==> src/rtl/serial_add_ctrl.sv <==
`default_nettype none
// +----------------------------------------------------------------------------+
// | Module      : half_adder / serial_add_ctrl                                 |
// | Description : Bit-serial WIDTH-bit add/subtract sequencer. A single 1-bit  |
// |               full-adder cell (two half adders plus an OR) processes one   |
// |               operand bit per clock, LSB first, and reports the result     |
// |               with a one-cycle done pulse.                                 |
// | Revision    : 1.0 - initial release                                        |
// +----------------------------------------------------------------------------+

// Basic half-adder cell used twice to build the serial full adder.
module half_adder (
    input  logic i_a,
    input  logic i_b,
    output logic o_sum,
    output logic o_carry
);

    assign o_sum   = i_a ^ i_b;
    assign o_carry = i_a & i_b;

endmodule

module serial_add_ctrl #(
    parameter int WIDTH = 8
) (
    input  logic             clk,
    input  logic             rst,
    input  logic             start,
    input  logic             sub,
    input  logic [WIDTH-1:0] a,
    input  logic [WIDTH-1:0] b,
    output logic             busy,
    output logic             done,
    output logic [WIDTH-1:0] sum,
    output logic             cout
);

    // Bit counter is at least one bit wide so WIDTH=1 still has a legal vector.
    localparam int                  c_CNT_W = (WIDTH > 1) ? $clog2(WIDTH) : 1;
    localparam logic [c_CNT_W-1:0]  c_LAST  = c_CNT_W'(WIDTH - 1);

    typedef enum logic [1:0] {
        S_IDLE = 2'd0,
        S_RUN  = 2'd1,
        S_DONE = 2'd2
    } state_t;

    state_t               r_state;
    logic [WIDTH-1:0]     r_opa;
    logic [WIDTH-1:0]     r_opb;
    logic                 r_carry;
    logic [c_CNT_W-1:0]   r_cnt;
    logic [WIDTH-1:0]     r_sum;
    logic                 r_cout;
    logic                 r_busy;
    logic                 r_done;

    logic                 w_ha1_sum;
    logic                 w_ha1_carry;
    logic                 w_ha2_sum;
    logic                 w_ha2_carry;
    logic                 w_cell_carry;
    logic [WIDTH-1:0]     w_sum_next;

    // Serial full adder: first half adder combines the operand bits, the
    // second folds in the running carry; either stage may generate the carry.
    half_adder u_ha1 (
        .i_a     (r_opa[0]),
        .i_b     (r_opb[0]),
        .o_sum   (w_ha1_sum),
        .o_carry (w_ha1_carry)
    );

    half_adder u_ha2 (
        .i_a     (w_ha1_sum),
        .i_b     (r_carry),
        .o_sum   (w_ha2_sum),
        .o_carry (w_ha2_carry)
    );

    assign w_cell_carry = w_ha1_carry | w_ha2_carry;

    // Result is assembled by shifting each new bit in at the MSB so that the
    // first (LSB) bit ends up at position 0 after WIDTH shifts.
    generate
        if (WIDTH == 1) begin : g_sum_w1
            assign w_sum_next = w_ha2_sum;
        end else begin : g_sum_wn
            assign w_sum_next = {w_ha2_sum, r_sum[WIDTH-1:1]};
        end
    endgenerate

    // Sequencer: latch operands on start, shift through the cell for WIDTH
    // cycles, then pulse done for one cycle before returning to idle.
    always_ff @(posedge clk) begin
        if (rst) begin
            r_state <= S_IDLE;
            r_opa   <= '0;
            r_opb   <= '0;
            r_carry <= 1'b0;
            r_cnt   <= '0;
            r_sum   <= '0;
            r_cout  <= 1'b0;
            r_busy  <= 1'b0;
            r_done  <= 1'b0;
        end else begin
            case (r_state)
                S_IDLE: begin
                    r_done <= 1'b0;
                    if (start) begin
                        // Subtraction is a + ~b + 1: invert B and seed carry.
                        r_opa   <= a;
                        r_opb   <= sub ? ~b : b;
                        r_carry <= sub;
                        r_cnt   <= '0;
                        r_sum   <= '0;
                        r_busy  <= 1'b1;
                        r_state <= S_RUN;
                    end
                end

                S_RUN: begin
                    r_sum   <= w_sum_next;
                    r_opa   <= r_opa >> 1;
                    r_opb   <= r_opb >> 1;
                    r_carry <= w_cell_carry;
                    r_cnt   <= r_cnt + 1'b1;
                    if (r_cnt == c_LAST) begin
                        r_cout  <= w_cell_carry;
                        r_busy  <= 1'b0;
                        r_done  <= 1'b1;
                        r_state <= S_DONE;
                    end
                end

                S_DONE: begin
                    // start is deliberately not looked at here.
                    r_done  <= 1'b0;
                    r_state <= S_IDLE;
                end

                default: begin
                    r_busy  <= 1'b0;
                    r_done  <= 1'b0;
                    r_state <= S_IDLE;
                end
            endcase
        end
    end

    assign busy = r_busy;
    assign done = r_done;
    assign sum  = r_sum;
    assign cout = r_cout;

endmodule
`default_nettype wire
==> config.mk <==
export PLATFORM = sky130hd
export DESIGN_NAME = serial_add_ctrl
export DESIGN_NICKNAME = d
export VERILOG_FILES = /design/src/rtl/serial_add_ctrl.sv
export SDC_FILE = /design/constraint.sdc
export NUM_CORES = 1
export LEC_CHECK = 0
export CAP_MARGIN = 5
export CORE_ASPECT_RATIO = 0.7
export CORE_MARGIN = 1.5
export CORE_UTILIZATION = 40
export CTS_CLUSTER_SIZE = 28
export DETAILED_ROUTE_END_ITERATION = 7
export PLACE_DENSITY = 0.67
export SLEW_MARGIN = 20
export SYNTH_ARGS = -nofsm -noshare
export SYNTH_HDL_FRONTEND = slang
export SYNTH_SLANG_ARGS = --single-unit
==> constraint.sdc <==
create_clock -name clk -period 1.7 [get_ports clk]
set_input_delay 0.17 -clock clk [delete_from_list [all_inputs] [get_ports clk]]
set_output_delay 0.17 -clock clk [all_outputs]
set_load 0.03 [all_outputs]
==> summary.md, run 1 <==
| Metric | Value |
|---|---|
| Detail Route Antenna Nets | 0 |
| Pin count of the biggest net entering global routing | 23 |
| Initial detailed-routing violation count | 117 |
| VDD IR max | 495 uV |
| Status | completed |
| Num CTS Buffers | 5 |
| Clock-pin transition on the worst setup and hold timing paths | 70 ps |
| HPWL after DPL | 2260 um |
| Postcts setup bufs | 0 |
| CP Class | register to output port |
| Slew @ Worst Pin | 448 ps |
| Layout area overhead | 33.7% |
| Post-Syn Area | 1420 um^2 |
| Worst Setup End Kind | output port |
| Cell breakdown of the critical path | clkdlybuf4s50_1 |
| CP arrival | 1390 ps |
| Post-Route WL | 3240 um |
| Layout cell share with drive strength beyond 1 | 0.174 |
| CP max FO | 3 |
| Fmax | 639 MHz |
| Register area | 661 um^2 |
| Worst Skew | 6.99 ps |
| Per-cell routed wire length | 14.0 um |
| Hold WC Path Type | register to register |
| Clock root cell | clkbuf_8 |
| I/O Buffers | 30 |
| Non-Filler Instances | 231 |
| Total global routing track utilization | 0.182 |
| Final Hold Slack | 479 ps |
| Period utilization | 0.920 |
| Final setup fails | 0 |
| RSZ-0062 raised after global routing | no |
| Vias per cell | 5.07 |
| Die W | 74.1 um |
| Static Leakage | 0.712 nW |
| Multi-input gate area | 674 um^2 |
| Fill count | 301 |
| Die Span Y | 52.8 um |
| Hold Vio Cnt, Final | 0 |
| Final GP Congestion | 0.772 |
| Initial antenna violation count | 0 |
| Family with the most delay on the worst path | buffers and inverters |
| Number of remaining DRC errors | 0 |
| Top Usage Layer GRT | met2 |
| Worst relative slew slack | 0.700 |
| Top post-synthesis cells by area | dfxtp_1, a22oi_1, nor2_1 |
| Final Slew Violations | 0 |
| Inst Count DP | 223 |
| CTS tree | built |
| Crit path max-delay cell type | clkdlybuf4s50_1 |
| CTS sink cnt | 33 |
| Avg Cell Area, Syn | 9.70 um^2 |
| First-pass GRT wire length | 5200 um |
| Initial core utilization | 0.435 |
| DR pass1 iterations | 5 |
| Core Area | 3250 um^2 |
| Worst Path Buf+Inv | 1 |
| CTS H-tree lvls | 2 |
| Largest area contributor in the netlist | dfxtp_1 |
| N_diodes | 0 |
| Synth cell types | 31 |
| Sequential-to-total area share from yosys stat | 0.466 |
| Instance count of the mapped netlist | 146 |
| Cell Pwr Density | 907 nW/um^2 |
| Syn nets | 169 |
| Fin crit period | 1560 ps |
| Met2 GRT Util | 0.277 |
| # IOs | 31 |
| EDFF count, synth | 0 |
| Total gr overflow | 0 |
| Share of the synthesized area in the top cell type | 0.466 |
| Synthesis warning total | 0 |
| Die area | 3910 um^2 |
| Site row count | 17 |
| Met1 GRT Util | 0.245 |
| Nets@finish | 206 |
| Main synth FF type | dfxtp_1 |
| CP peak stage delay | 700 ps |
| Vias in the first global route | 1104 |
| Via count | 1171 |
| Clk_lat worst skew | 280 ps |
| Max Cap Viol | 0 |
| Fin Setup TNS | 0 ps |
| #FFs+latches synth | 33 |
| Worst setup SP type | register |
| Clock Path Buffers | 2 |
| Post-synthesis async set-or-reset flop share | 0 |
| Met3 usage | 0.0462 |
| Worst path required time | 1530 ps |
==> where the power goes <==
group          internal [mW]  total, mW  switching (mW)
Sequential             0.824      0.855          0.0307
Combinational          0.159      0.299           0.141
Clock                  0.291      0.563           0.272
==> final timing paths <==
kind | from | to | slack (ps) | depth (start not counted)
hold / removal | done | done | 480 | 2
hold reg to reg | done | done | 480 | 2
setup / recovery | sum[7] | sum[7] | 140 | 1
setup reg to reg | r_state[1] | r_opa[0] | 190 | 4
==> synth_stat cells, drive strengths merged (2+ instances only) <==
| master | number |
|---|---|
| buf | 8 |
| a21oi | 8 |
| clkbuf | 4 |
| or3b | 7 |
| a22oi | 9 |
| xnor2 | 7 |
| ha | 2 |
| inv | 3 |
| dfxtp | 33 |
| o22ai | 3 |
| nor3 | 7 |
| nand2b | 7 |
| o21ai | 2 |
| nor2 | 21 |
| nor2b | 2 |
| a221o | 5 |
| a22o | 6 |
==> sequential cells by signal (all words and copies together), names as in the netlist <==
signal,count
busy,1
sum,8
cout,1
r_state,2
r_opb,8
r_cnt,3
r_opa,8
done,1
r_carry,1
==> placed cells by master (no fill, tap or decap), drive strengths merged, types with 3 or more instances in the layout <==
cell type      Yosys  routed
dfxtp             33      33
clkdlybuf4s50      0      30
nor2              21      21
buf                8      12
a22oi              9       9
a21oi              8       8
clkbuf             4       8
xnor2              7       7
nand2b             7       7
or3b               7       7
nor3               7       7
a22o               6       6
a221o              5       5
inv                3       3
o22ai              3       3
==> cell families after synthesis <==
kind of cell | after synthesis | share of synthesized area
AOI/OAI and AO/OA | 38 | 0.201
xor gates and xnor gates | 8 | 0.0495
adders and majority gates | 3 | 0.0318
buffers and inverters | 16 | 0.0592
DFF | 33 | 0.466
muxes | 1 | 0.00707
and+or+nand+nor | 47 | 0.185
==> layer usage <==
layer | routed length, um | up-vias | part of all wire
met5 | 0 | - | 0
met4 | 42 | 0 | 0.013
met3 | 141 | 5 | 0.043
met2 | 1440 | 33 | 0.44
met1 | 1620 | 545 | 0.50
li1 | - | 588 | -
==> stage by stage <==
step,instance area (um^2),utilization,setup slack [ps],power [mW]
5_1_grt,1890,0.582,99.5,1.80
3_3_place_gp,1810,0.556,37.4,1.16
6_report,1890,0.582,136,1.72
4_1_cts,1890,0.581,129,1.74
2_1_floorplan,1420,-,380,1.05
3_5_place_dp,1810,0.556,3.26,1.17
==> area by class of cell <==
| class | count | area share |
|---|---|---|
| flip-flops and latches | 33 | 0.349 |
| clock buffers | 8 | 0.0423 |
| repair buffers | 42 | 0.213 |
| well taps | 47 | 0.0311 |
| multi-input cells | 97 | 0.356 |
| inverters | 4 | 0.00859 |
==> repair_timing <==
action                     CTS  global route
setup endpoints to repair    0             6
hold buffers                 0             0
resized for setup            0             1
Note: power is estimated with default switching activity, not from simulation.
==> inputs of run 2 (changes only) <==
Settings changed: REMOVE_ABC_BUFFERS from default to 1.
==> run 2 against run 1 <==
  * Utilization is 0.12 points higher
  * Critical path depth stayed put
  * Cell area is 0.20% higher
  * First-iteration DRC count is 31% lower
  * Clock skew is 0.88 ps lower
  * Largest cell class unchanged
  * Die area stayed put
  * Clock-buffer cell count is 3 lower
  * Non-clock buffer count stayed put
  * Routed wire length is 6.3% lower
  * Via count is 1.1% higher
  * Flip-flop and latch count stayed put
  * Fmax is 2.9% higher
==> summary.md, run 2 (synthesized netlist as in run 1, its figures left out) <==
| Metric | Value |
|---|---|
| Die Span Y | 52.8 um (unchanged) |
| Cell Pwr Density | 909 nW/um^2 (+0.23%) |
| N_diodes | 0 (unchanged) |
| HPWL after DPL | 2250 um (-0.53%) |
| DR pass1 iterations | 4 (-1) |
| Period utilization | 0.894 (-0.0257) |
| Core Area | 3250 um^2 (unchanged) |
| Placed inst area | 1810 um^2 (unchanged) |
| Switching Share | 0.266 (+0.00767) |
| CTS H-tree lvls | 2 (unchanged) |
| Worst path required time | 1530 ps (about the same) |
| Clock root cell | clkbuf_8 |
| First-pass GRT wire length | 4860 um (-6.5%) |
| CTS sink cnt | 33 (unchanged) |
| Family with the most delay on the worst path | buffers and inverters |
| Worst setup SP type | register |
| Vias in the first global route | 1055 (-4.4%) |
| Postcts setup bufs | 0 (unchanged) |
| Number of remaining DRC errors | 0 (unchanged) |
| Overall Power | 1.72 mW (+0.43%) |
| Pin count of the biggest net entering global routing | 16 (-30%) |
| Hold WC Path Type | register to register |
| Final Slew Violations | 0 (unchanged) |
| Per-cell routed wire length | 13.2 um (-6.3%) |
| Switching power | 459 uW (+3.4%) |
| Total gr overflow | 0 (unchanged) |
| Non-Filler Instances | 231 (unchanged) |
| Layout cell share with drive strength beyond 1 | 0.185 (+0.0109) |
| Design area | 1900 um^2 (+0.20%) |
| Dpl ws | -12.3 ps (-15.5 ps) |
| Commonest non-fill, non-tap cell in the layout | dfxtp_1 |
| Comb power frac | 0.175 (about the same) |
| Total global routing track utilization | 0.172 (-0.00967) |
| Post-Route WL | 3040 um (-6.3%) |
| CP max FO | 3 (unchanged) |
| Status | completed |
| Nets@finish | 206 (unchanged) |
| Final setup fails | 0 (unchanged) |
| Slew @ Worst Pin | 672 ps (+224 ps) |
| CTS tree | built |
| Fmax | 658 MHz (+2.9%) |
| Final Hold Slack | 470 ps (-9.03 ps) |
| Worst Setup End Kind | output port |
| RSZ-0062 raised after global routing | no |
| Clk_lat worst skew | 280 ps (about the same) |
| Fin Setup TNS | 0 ps (unchanged) |
| CP arrival | 1350 ps (-40 ps) |
| Via count | 1184 (+1.1%) |
| Initial antenna violation count | 0 (unchanged) |
| Final GP Congestion | 0.811 (+5.0%) |
| Clock-pin transition on the worst setup and hold timing paths | 70 ps (about the same) |
| Layout area overhead | 33.9% |
| Cell breakdown of the critical path | clkdlybuf4s50_1 |
| Detail Route Antenna Nets | 0 (unchanged) |
| Die W | 74.1 um (unchanged) |
| Final WS setup | 180 ps (+43.8 ps) |
| Cts hold-fix bufs | 0 (unchanged) |
| Commonest non-fill, non-tap cells in the layout | dfxtp_1, clkdlybuf4s50_1, nor2_1 |
| Max Cap Viol | 0 (unchanged) |
| Worst Path Buf+Inv | 1 (unchanged) |
| Pint | 1.27 mW (-0.61%) |
| Hold Vio Cnt, Final | 0 (unchanged) |
| Worst relative slew slack | 0.551 (-0.149) |
| Inst Count DP | 223 (unchanged) |
| Clock Path Buffers | 2 (unchanged) |
| CP Class | register to output port |
| Fin crit period | 1520 ps (-43.8 ps) |
| Crit path max-delay cell type | clkdlybuf4s50_1 |
| I/O Buffers | 30 (unchanged) |
| Initial core utilization | 0.435 (unchanged) |
| Initial detailed-routing violation count | 81 (-31%) |
| Worst Skew | 6.12 ps (-0.876 ps) |
| Site row count | 17 (unchanged) |
| Post-CTS Resized | 0 (unchanged) |
| VDD IR max | 434 uV (-12%) |
| Sequential share of power | 0.494 (-0.004) |
| Fill count | 294 (-2.3%) |
| # IOs | 31 (unchanged) |
| Num CTS Buffers | 5 (unchanged) |
| Die area | 3910 um^2 (unchanged) |
| CP peak stage delay | 690 ps (about the same) |
| Vias per cell | 5.13 (+1.1%) |
| Static Leakage | 0.714 nW (+0.34%) |
| Clock power share | 0.331 (+0.003) |
| Final core occ | 0.583 (+0.00115) |
[run 2: path summary, 6_finish.rpt]
path                                  from  endpoint  slack (ps)  cells after the start
worst min register to register    r_opa[7]  r_opa[7]         470                      1
worst max-delay path                sum[2]    sum[2]         180                      1
worst max register to register  r_state[1]  r_opb[3]         220                      3
worst min-delay path              r_opa[7]  r_opa[7]         470                      1
[run 2: per-layer routing]
| metal | wire (um) | vias to the layer above | GRT usage |
|---|---|---|---|
| met5 | 0 | - | 0 |
| met2 | 1320 | 26 | 0.249 |
| met1 | 1550 | 564 | 0.236 |
| li1 | - | 592 | - |
| met3 | 149 | 2 | 0.0462 |
| met4 | 21 | 0 | 0.0833 |
[run 2: power groups by stage]
stage | clock [mW] | sequential [mW] | combinational, mW
4_1_cts | 0.586 | 0.852 | 0.303
3_5_place_dp | 0 | 0.868 | 0.303
5_1_grt | 0.625 | 0.857 | 0.330
6_report | 0.571 | 0.852 | 0.301
3_3_place_gp | 0 | 0.867 | 0.296
2_1_floorplan | 0 | 0.877 | 0.147
[run 2: final cells by class]
type | instances | area (um^2) | share of cell area
Multi-Input combinational cell | 97 | 672 | 0.354
Clock inverter | 3 | 17.5 | 0.00923
Inverter | 4 | 16.3 | 0.00858
Timing Repair Buffer | 42 | 403 | 0.212
Tap cell | 47 | 58.8 | 0.0310
Sequential cell | 33 | 661 | 0.348
Clock buffer | 5 | 68.8 | 0.0363
==> inputs of run 3 (changes only) <==
Settings changed: CTS_CLUSTER_DIAMETER from default to 150.
==> results of run 3 <==
No change in the layout: final DEF, timing and power equal those of run 2.
